**config.mk**
```make
export PLATFORM = sky130hd
export DESIGN_NAME = bus_load_sequencer
export DESIGN_NICKNAME = d
export VERILOG_FILES = /design/src/rtl/bus_load_sequencer.sv
export SDC_FILE = /design/constraint.sdc
export NUM_CORES = 1
export LEC_CHECK = 0
export CORE_MARGIN = 10
export CORE_UTILIZATION = 57
export CTS_BUF_LIST = sky130_fd_sc_hd__clkbuf_2 sky130_fd_sc_hd__clkbuf_4 sky130_fd_sc_hd__clkbuf_8
export DETAILED_ROUTE_END_ITERATION = 8
export PLACE_DENSITY = 0.93
export RECOVER_POWER = 100
export SLEW_MARGIN = 20
export SYNTH_ARGS = -nofsm -noshare
export SYNTH_HDL_FRONTEND = slang
export SYNTH_SLANG_ARGS = --single-unit
```
**constraint.sdc**
```tcl
create_clock -name clock -period 9.6 [get_ports clock]
set_clock_uncertainty 0.1 [all_clocks]
set_input_delay 1.44 -clock clock [delete_from_list [all_inputs] [get_ports clock]]
set_output_delay 1.44 -clock clock [all_outputs]
set_load 0.02 [all_outputs]
```
**src/rtl/bus_load_sequencer.sv**
```systemverilog
`default_nettype none
// ============================================================================
// Module      : bus_load_sequencer
// Description : Turns queued destination-write requests into one-hot,
//               single-cycle register load strobes with aligned load data.
//               A HI pair request also writes LO on the following cycle.
//               Optional macro R0_WRITE_GUARD_EN: when defined, requests to
//               destination 0 are consumed without strobing load_en[0].
// Revision    : 1.0 - initial release
// ============================================================================
module bus_load_sequencer #(
  parameter int NUM_DEST = 25,
  parameter int DEPTH    = 2,
  parameter int DATA_W   = 32
) (
  input  logic                clock,
  input  logic                clear,
  input  logic                req_valid,
  output logic                req_ready,
  input  logic [4:0]          req_dest,
  input  logic                req_pair,
  input  logic [DATA_W-1:0]   req_data,
  input  logic [DATA_W-1:0]   req_data2,
  output logic [NUM_DEST-1:0] load_en,
  output logic [DATA_W-1:0]   load_data,
  output logic                busy,
  output logic                bad_dest,
  output logic [4:0]          bad_code
);

  localparam int PTR_W = (DEPTH > 1) ? $clog2(DEPTH) : 1;
  localparam int CNT_W = PTR_W + 1;

  localparam logic [CNT_W-1:0]    c_full_count = CNT_W'(DEPTH);
  localparam logic [4:0]          c_dest_hi    = 5'd16;
  localparam logic [NUM_DEST-1:0] c_lo_onehot  = NUM_DEST'(1) << 17;

  typedef enum logic [0:0] {
    S_IDLE   = 1'b0,
    S_SECOND = 1'b1
  } state_t;

  // Request FIFO storage
  logic [4:0]        r_mem_dest  [DEPTH];
  logic              r_mem_pair  [DEPTH];
  logic [DATA_W-1:0] r_mem_data  [DEPTH];
  logic [DATA_W-1:0] r_mem_data2 [DEPTH];

  logic [PTR_W-1:0]  r_wr_ptr;
  logic [PTR_W-1:0]  r_rd_ptr;
  logic [CNT_W-1:0]  r_count;

  // Sequencer state and registered outputs
  state_t              r_state;
  logic [DATA_W-1:0]   r_pair_data;
  logic [NUM_DEST-1:0] r_load_en;
  logic [DATA_W-1:0]   r_load_data;
  logic                r_bad_dest;
  logic [4:0]          r_bad_code;

  logic                w_full;
  logic                w_empty;
  logic                w_push;
  logic                w_pop;
  logic [4:0]          w_head_dest;
  logic                w_head_pair;
  logic [DATA_W-1:0]   w_head_data;
  logic [DATA_W-1:0]   w_head_data2;
  logic                w_head_in_range;
  logic                w_head_guarded;
  logic                w_head_strobe;
  logic [NUM_DEST-1:0] w_head_onehot;

  // Ready depends only on occupancy, never on a same-cycle pop.
  assign w_full    = (r_count == c_full_count);
  assign w_empty   = (r_count == '0);
  assign w_push    = req_valid && !w_full;
  assign w_pop     = (r_state == S_IDLE) && !w_empty;
  assign req_ready = !w_full;

  assign w_head_dest  = r_mem_dest[r_rd_ptr];
  assign w_head_pair  = r_mem_pair[r_rd_ptr];
  assign w_head_data  = r_mem_data[r_rd_ptr];
  assign w_head_data2 = r_mem_data2[r_rd_ptr];

  assign w_head_in_range = ({27'd0, w_head_dest} < 32'(NUM_DEST));
  assign w_head_onehot   = NUM_DEST'(1) << w_head_dest;

`ifdef R0_WRITE_GUARD_EN
  // R0 is architecturally constant: swallow writes to it silently.
  assign w_head_guarded = (w_head_dest == 5'd0);
`else
  assign w_head_guarded = 1'b0;
`endif

  assign w_head_strobe = w_head_in_range && !w_head_guarded;

  assign load_en   = r_load_en;
  assign load_data = r_load_data;
  assign bad_dest  = r_bad_dest;
  assign bad_code  = r_bad_code;

  // Busy covers queued work, a pending LO half, and the strobe in flight.
  assign busy = !w_empty || (r_state == S_SECOND) || (|r_load_en);

  // FIFO payload write; the pair flag is only kept for HI destinations.
  always_ff @(posedge clock) begin
    if (w_push) begin
      r_mem_dest[r_wr_ptr]  <= req_dest;
      r_mem_pair[r_wr_ptr]  <= req_pair && (req_dest == c_dest_hi);
      r_mem_data[r_wr_ptr]  <= req_data;
      r_mem_data2[r_wr_ptr] <= req_data2;
    end
  end

  // FIFO pointers and occupancy count; pointers wrap naturally at DEPTH.
  always_ff @(posedge clock or posedge clear) begin
    if (clear) begin
      r_wr_ptr <= '0;
      r_rd_ptr <= '0;
      r_count  <= '0;
    end else begin
      if (w_push) begin
        r_wr_ptr <= r_wr_ptr + PTR_W'(1);
      end
      if (w_pop) begin
        r_rd_ptr <= r_rd_ptr + PTR_W'(1);
      end
      if (w_push && !w_pop) begin
        r_count <= r_count + CNT_W'(1);
      end else if (!w_push && w_pop) begin
        r_count <= r_count - CNT_W'(1);
      end
    end
  end

  // Load sequencer: one strobe per popped entry, plus the LO half of a pair.
  always_ff @(posedge clock or posedge clear) begin
    if (clear) begin
      r_state     <= S_IDLE;
      r_pair_data <= '0;
      r_load_en   <= '0;
      r_load_data <= '0;
      r_bad_dest  <= 1'b0;
      r_bad_code  <= '0;
    end else begin
      r_load_en <= '0;
      case (r_state)
        S_IDLE: begin
          if (w_pop) begin
            if (w_head_strobe) begin
              r_load_en   <= w_head_onehot;
              r_load_data <= w_head_data;
            end
            // Only the first offending code is remembered until clear.
            if (!w_head_in_range) begin
              r_bad_dest <= 1'b1;
              if (!r_bad_dest) begin
                r_bad_code <= w_head_dest;
              end
            end
            if (w_head_pair) begin
              r_pair_data <= w_head_data2;
              r_state     <= S_SECOND;
            end
          end
        end
        S_SECOND: begin
          r_load_en   <= c_lo_onehot;
          r_load_data <= r_pair_data;
          r_state     <= S_IDLE;
        end
        default: begin
          r_state <= S_IDLE;
        end
      endcase
    end
  end

endmodule
`default_nettype wire
```
**Yosys cells after proc, flatten, opt, wreduce, memory -nomap -nowiden**

Memory sizes are Yosys's and may differ from the RTL's. A register that Yosys moved wholly into a read port is not among the register bits.
Index checks and enable logic that the tools add are counted.

- Bits in registers: 68
- Memory bits (writable): 140
- Input bits: 73
- Output and inout port bits: 65
- Word-level logic and storage cells: 56
- Memories kept: 4

Memories:

| name | words | bits a word | read ports | clocked after memory_dff | write ports | line | RTL |
|---|---|---|---|---|---|---|---|
| r_mem_data | 2 | 32 | 1 | 0 | 1 | 46 | `logic [DATA_W-1:0] r_mem_data [DEPTH];` |
| r_mem_data2 | 2 | 32 | 1 | 1 | 1 | 47 | `logic [DATA_W-1:0] r_mem_data2 [DEPTH];` |
| r_mem_dest | 2 | 5 | 1 | 0 | 1 | 44 | `logic [4:0] r_mem_dest [DEPTH];` |
| r_mem_pair | 2 | 1 | 1 | 0 | 1 | 45 | `logic r_mem_pair [DEPTH];` |

- Add/subtract/negate cells: 4
- $lt $le $gt $ge: 1
- Equal/unequal tests: 4
- Shifts and indexed selects: 1
- Muxes and demuxes: 13
- Bitwise operators: 3
- Reductions and logical operators: 18

Operator list:

| cell | count |
|---|---|
| 2-to-1 mux 32 bit | 2 |
| one-hot mux 32 bit (2 select lines) | 1 |
| 2-to-1 mux 25 bit | 2 |
| one-hot mux 25 bit (2 select lines) | 1 |
| OR reduction 25 bit | 1 |
| left shift 1 x 5 -> 25 bit (first input constant) | 1 |
| AND reduction 3 bit | 2 |
| equality test 5 bit (second input constant) | 1 |
| logical AND 1 bit | 5 |
| less-than comparator 5 bit (second input constant) | 1 |
| zero test 1 bit | 4 |
| 2-to-1 mux 1 bit | 4 |
| 2-to-1 mux 2 bit | 2 |
| inequality test 2 bit (second input constant) | 2 |
| AND reduction 4 bit | 1 |
| NOT 1 bit | 3 |
| adder 1 bit (second input constant) | 2 |
| adder 2 x 1 -> 2 bit (second input constant) | 1 |
| equality test 2 bit (second input constant) | 1 |
| zero test 2 bit | 1 |
| logical OR 1 bit | 2 |
| one-hot mux 1 bit (2 select lines) | 1 |
| AND reduction 2 bit | 1 |
| nonzero test 2 bit | 1 |
| subtractor 2 x 1 -> 2 bit (second input constant) | 1 |

**Longest topological paths before layout**

- Word-level depth: 7
- Gate-level depth with buffers: 8
- Mapped depth without buffers: 7

**Least setup slack after synthesis**

Ideal clock, no wire load.

- Kind: input to register
- Start point: input port req_valid
- End point: memory r_mem_data2[0][0] (enable)
- Library setup time: 499 ps
- Data arrival time: 4460 ps
- Data required time: 9001 ps
- Slack: 4541 ps
- Stages: 2
- Path buffers: 0
- Cell sequence: nand2_1 > nor2_1

- Word-level cells in the longest chain between the ends: 3

Ends and longest elaborated chain:

| item | line | RTL |
|---|---|---|
| from (decl) | 18 | `input logic req_valid,` |
| logical AND 1 bit | 77 | `assign w_push = req_valid && !w_full;` |
| 2-to-1 mux 1 bit | 108 | `if (w_push) begin` |
| 2-to-1 mux 1 bit (not written as such) | 112 | `r_mem_data2[r_wr_ptr] <= req_data2;` |
| to (decl) | 47 |  |

No other way between the ends.

==> impl_metrics.csv <==
group,metric,value,unit
cts,path_clk_slew,60,ps
layout,area_growth,23.70,%
status,outcome,"finished, violations left",
drt,drc_errors,0,
sta,worst_pin_slew,4105,ps
synth,synth_top_cell_area_share,0.4525,
power_and_ir_drop,totalPowerFinal,3.822,mW
worst_hold_path,min_from,"bad_code[3]$_DFFE_PP0P_",
run,cap_violations,8,
floorplanning,core-area,0.01594,mm²
synth,synth.largest_area_cell,"edfxtp_1",
cts,ctsResizeCount,0,
sta,holdWs,373.8,ps
placement,hpwlAfterDp,13.43,mm
cts,insertion_delay,500,ps
global_route,grt_pass1_vias,6051,
sta,max_freq,174.3,MHz
placement,dp.cells,930,
floorplanning,start_util,0.5827,
layout,fin_nets,827,
critical_path,crit_arrival,5470,ps
synth,yosysUniqueCellTypes,50,
sta,fin_setup_tns,0,ps
global_route,grt.overflow.total,0,
critical_path,timing.rr.start,"r_rd_ptr$_DFFE_PP0N_",
drt,drt_iter0_markers,432,
critical_path,ff2ff_path_depth,5,
critical_path,r2r_end,"load_en[10]$_DFF_PP0_",
floorplanning,die_w,147.7,µm
synth,syn-instance-count,600,
worst_hold_path,min_delay_worst_endpoint,"bad_code[3]$_DFFE_PP0P_",
critical_path,start_kind,"input port",
synth,synthArstFlopShare,0.4167,
cts,cts_setup_buffers,0,
cts,clock_sinks,240,
global_route,grt_max_degree,71,
cts,cts_max_path_buffers,3,
layout,drive_gt1_frac,0.1280,
status,violations,"capacitance limit, slew limit",
synth,synth.avg_cell_area,15.48,µm²
sta,slew_headroom,-1.737,
drt,vias,5545,
synth,yosys.cell_count.top_type,"edfxtp_1",
synth,synth_edf_count,140,
global_route,grt_antenna_before_repair,5,
drt,post_drt_via_cell_ratio,5.539,
layout,postLayoutCellArea,0.01149,mm²
floorplanning,io_pins,138,
global_route,grt_usage,0.1863,
drt,avgRoutedWirePerCell,20.46,µm
sta,finalCriticalPeriod,5738,ps
sta,final_hold_viol_count,0,
sta,min_period_over_period,0.5977,
drt,wl,20.48,mm
floorplanning,die_area,0.02181,mm²
synth,synth_commonest_cells,"edfxtp_1, dfrtp_1, mux2i_1",
synth,synth_warnings,0,
worst_hold_path,hp-class,"reg2reg",
cts,cts_tree,"done",
drt,final_antenna_net_count,0,
floorplanning,die_h,147.7,µm
critical_path,path_max_fanout,62,
worst_hold_path,min_path_cells,1,
synth,mappedNetlistArea,0.009290,mm²
layout,fin_cells,1001,
critical_path,end_kind,"asynchronous set/reset pin",
cts,cts-root-buf,"clkbuf_8",
synth,ys_seq_elements,240,
synth,seq_area_frac_synth,0.7219,
placement,place_congestion,0.7998,
power_and_ir_drop,power.leakage,4.604,nW
critical_path,reg2reg_slack,4090,ps
global_route,grt_pass1_wl,32.72,mm
sta,slew_viol_final,402,
power_and_ir_drop,ir_worst_vdd,0.2245,mV
cts,cts.htree.levels,2,
synth,syn-num-nets,674,
placement,place_area,0.01076,mm²
drt,dr.pass1.iters,5,
floorplanning,row_count,46,
power_and_ir_drop,powerDensity,332.5,mW/mm²
critical_path,crit_required,9330,ps
sta,rsz0062_at_grt,"no",
synth,synthTopCellsByArea,"edfxtp_1, dfrtp_1, mux2i_1",
cts,holdBufCountCts,0,
cts,cts-buffers-inserted,37,
placement,io_buffers,137,
critical_path,crit_type,"in2async",
synth,synth_flop_cell,"edfxtp_1",
sta,setup_viol,0,
-- kinds of logic (layout without fill, tap and decap cells) --
| kind of cell | after synthesis | count (layout) | synth area share |
|---|---|---|---|
| AOI/OAI and AO/OA | 83 | 83 | 0.08431 |
| DFF | 240 | 240 | 0.7219 |
| other | 0 | 4 | 0 |
| adders and majority gates | 1 | 1 | 0.001347 |
| xor gates and xnor gates | 5 | 5 | 0.004715 |
| buffers and inverters | 66 | 247 | 0.04417 |
| muxes | 68 | 68 | 0.07367 |
| and+or+nand+nor | 137 | 137 | 0.06990 |
-- metrics by stage --
step	setup WS (ps)	utilization
global placement	6215	0.6731
floorplan	4541	-
CTS	5836	0.7246
finish	3862	0.7208
global route	3125	0.7205
detailed placement	6174	0.6749
-- how the worst max path moves through the flow --
| stage | startpoint | slack (ps) | end | cells past startpoint |
|---|---|---|---|---|
| after floorplan | req_valid | 4540 | r_mem_data2[0][0]$_DFFE_PP_ | 2 |
| after global placement | req_valid | 6210 | r_mem_data2[0][10]$_DFFE_PP_ | 4 |
| after detailed placement | req_valid | 6170 | r_mem_data2[0][1]$_DFFE_PP_ | 4 |
| after CTS | r_count[1]$_DFFE_PP0P_ | 5840 | busy | 4 |
| after global routing | clear | 3120 | r_pair_data[4]$_DFFE_PP0P_ | 3 |
| final | clear | 3860 | r_pair_data[2]$_DFFE_PP0P_ | 3 |
-- critical path, stage by stage --
cell and delay [ps]:
dlygate4sd3_1 550, clkinvlp_2 940, clkbuf_1 2460
-- cell type report --
cell class / count / area (µm²)
diodes: 4 / 10.01
clock buffers: 61 / 764.5
clock inverters: 6 / 28.78
fillers: 924 / 4451
inverters: 37 / 140.1
multi-input cells: 294 / 2151
flip-flops and latches: 240 / 6706
well taps: 216 / 270.3
repair buffers: 143 / 1421
-- sequential cells by signal, summed over array words and instances (netlist names) --
name         flops
bad_code         5
bad_dest         1
load_data       32
load_en         25
r_count          2
r_mem_data      64
r_mem_data2     64
r_mem_dest      10
r_mem_pair       2
r_pair_data     32
r_rd_ptr         1
r_state          1
r_wr_ptr         1
-- routing by layer --
layer | vias up | track usage | part of all wire
li1 | 2504 | - | -
met1 | 2791 | 0.2195 | 0.40
met2 | 214 | 0.3190 | 0.51
met3 | 34 | 0.06197 | 0.079
met4 | 2 | 0.05352 | 0.016
met5 | - | 0 | 0.00063
-- cell usage in the layout (no fill, tap or decap), types with 4 or more instances in the layout --
master and instances:
edfxtp_1 140, dlygate4sd3_1 136, dfrtp_1 100, mux2i_1 65, nor2_1 59, clkbuf_8 49, nand2_1 42, a21oi_1 36
inv_1 36, o221ai_2 28, clkbuf_4 12, nor4_1 8, nand2b_1 5, diode_2 4, o221ai_1 4, nor2b_1 4
clkbuf_1 4
-- where the power goes --
part / internal (mW) / switching, mW / total (mW)
Combinational: 0.537 / 0.775 / 1.31
Sequential: 1.46 / 0.187 / 1.64
Clock: 0.502 / 0.365 / 0.867
Total: 2.49 / 1.33 / 3.82
Power figures use the tool's default switching activity.
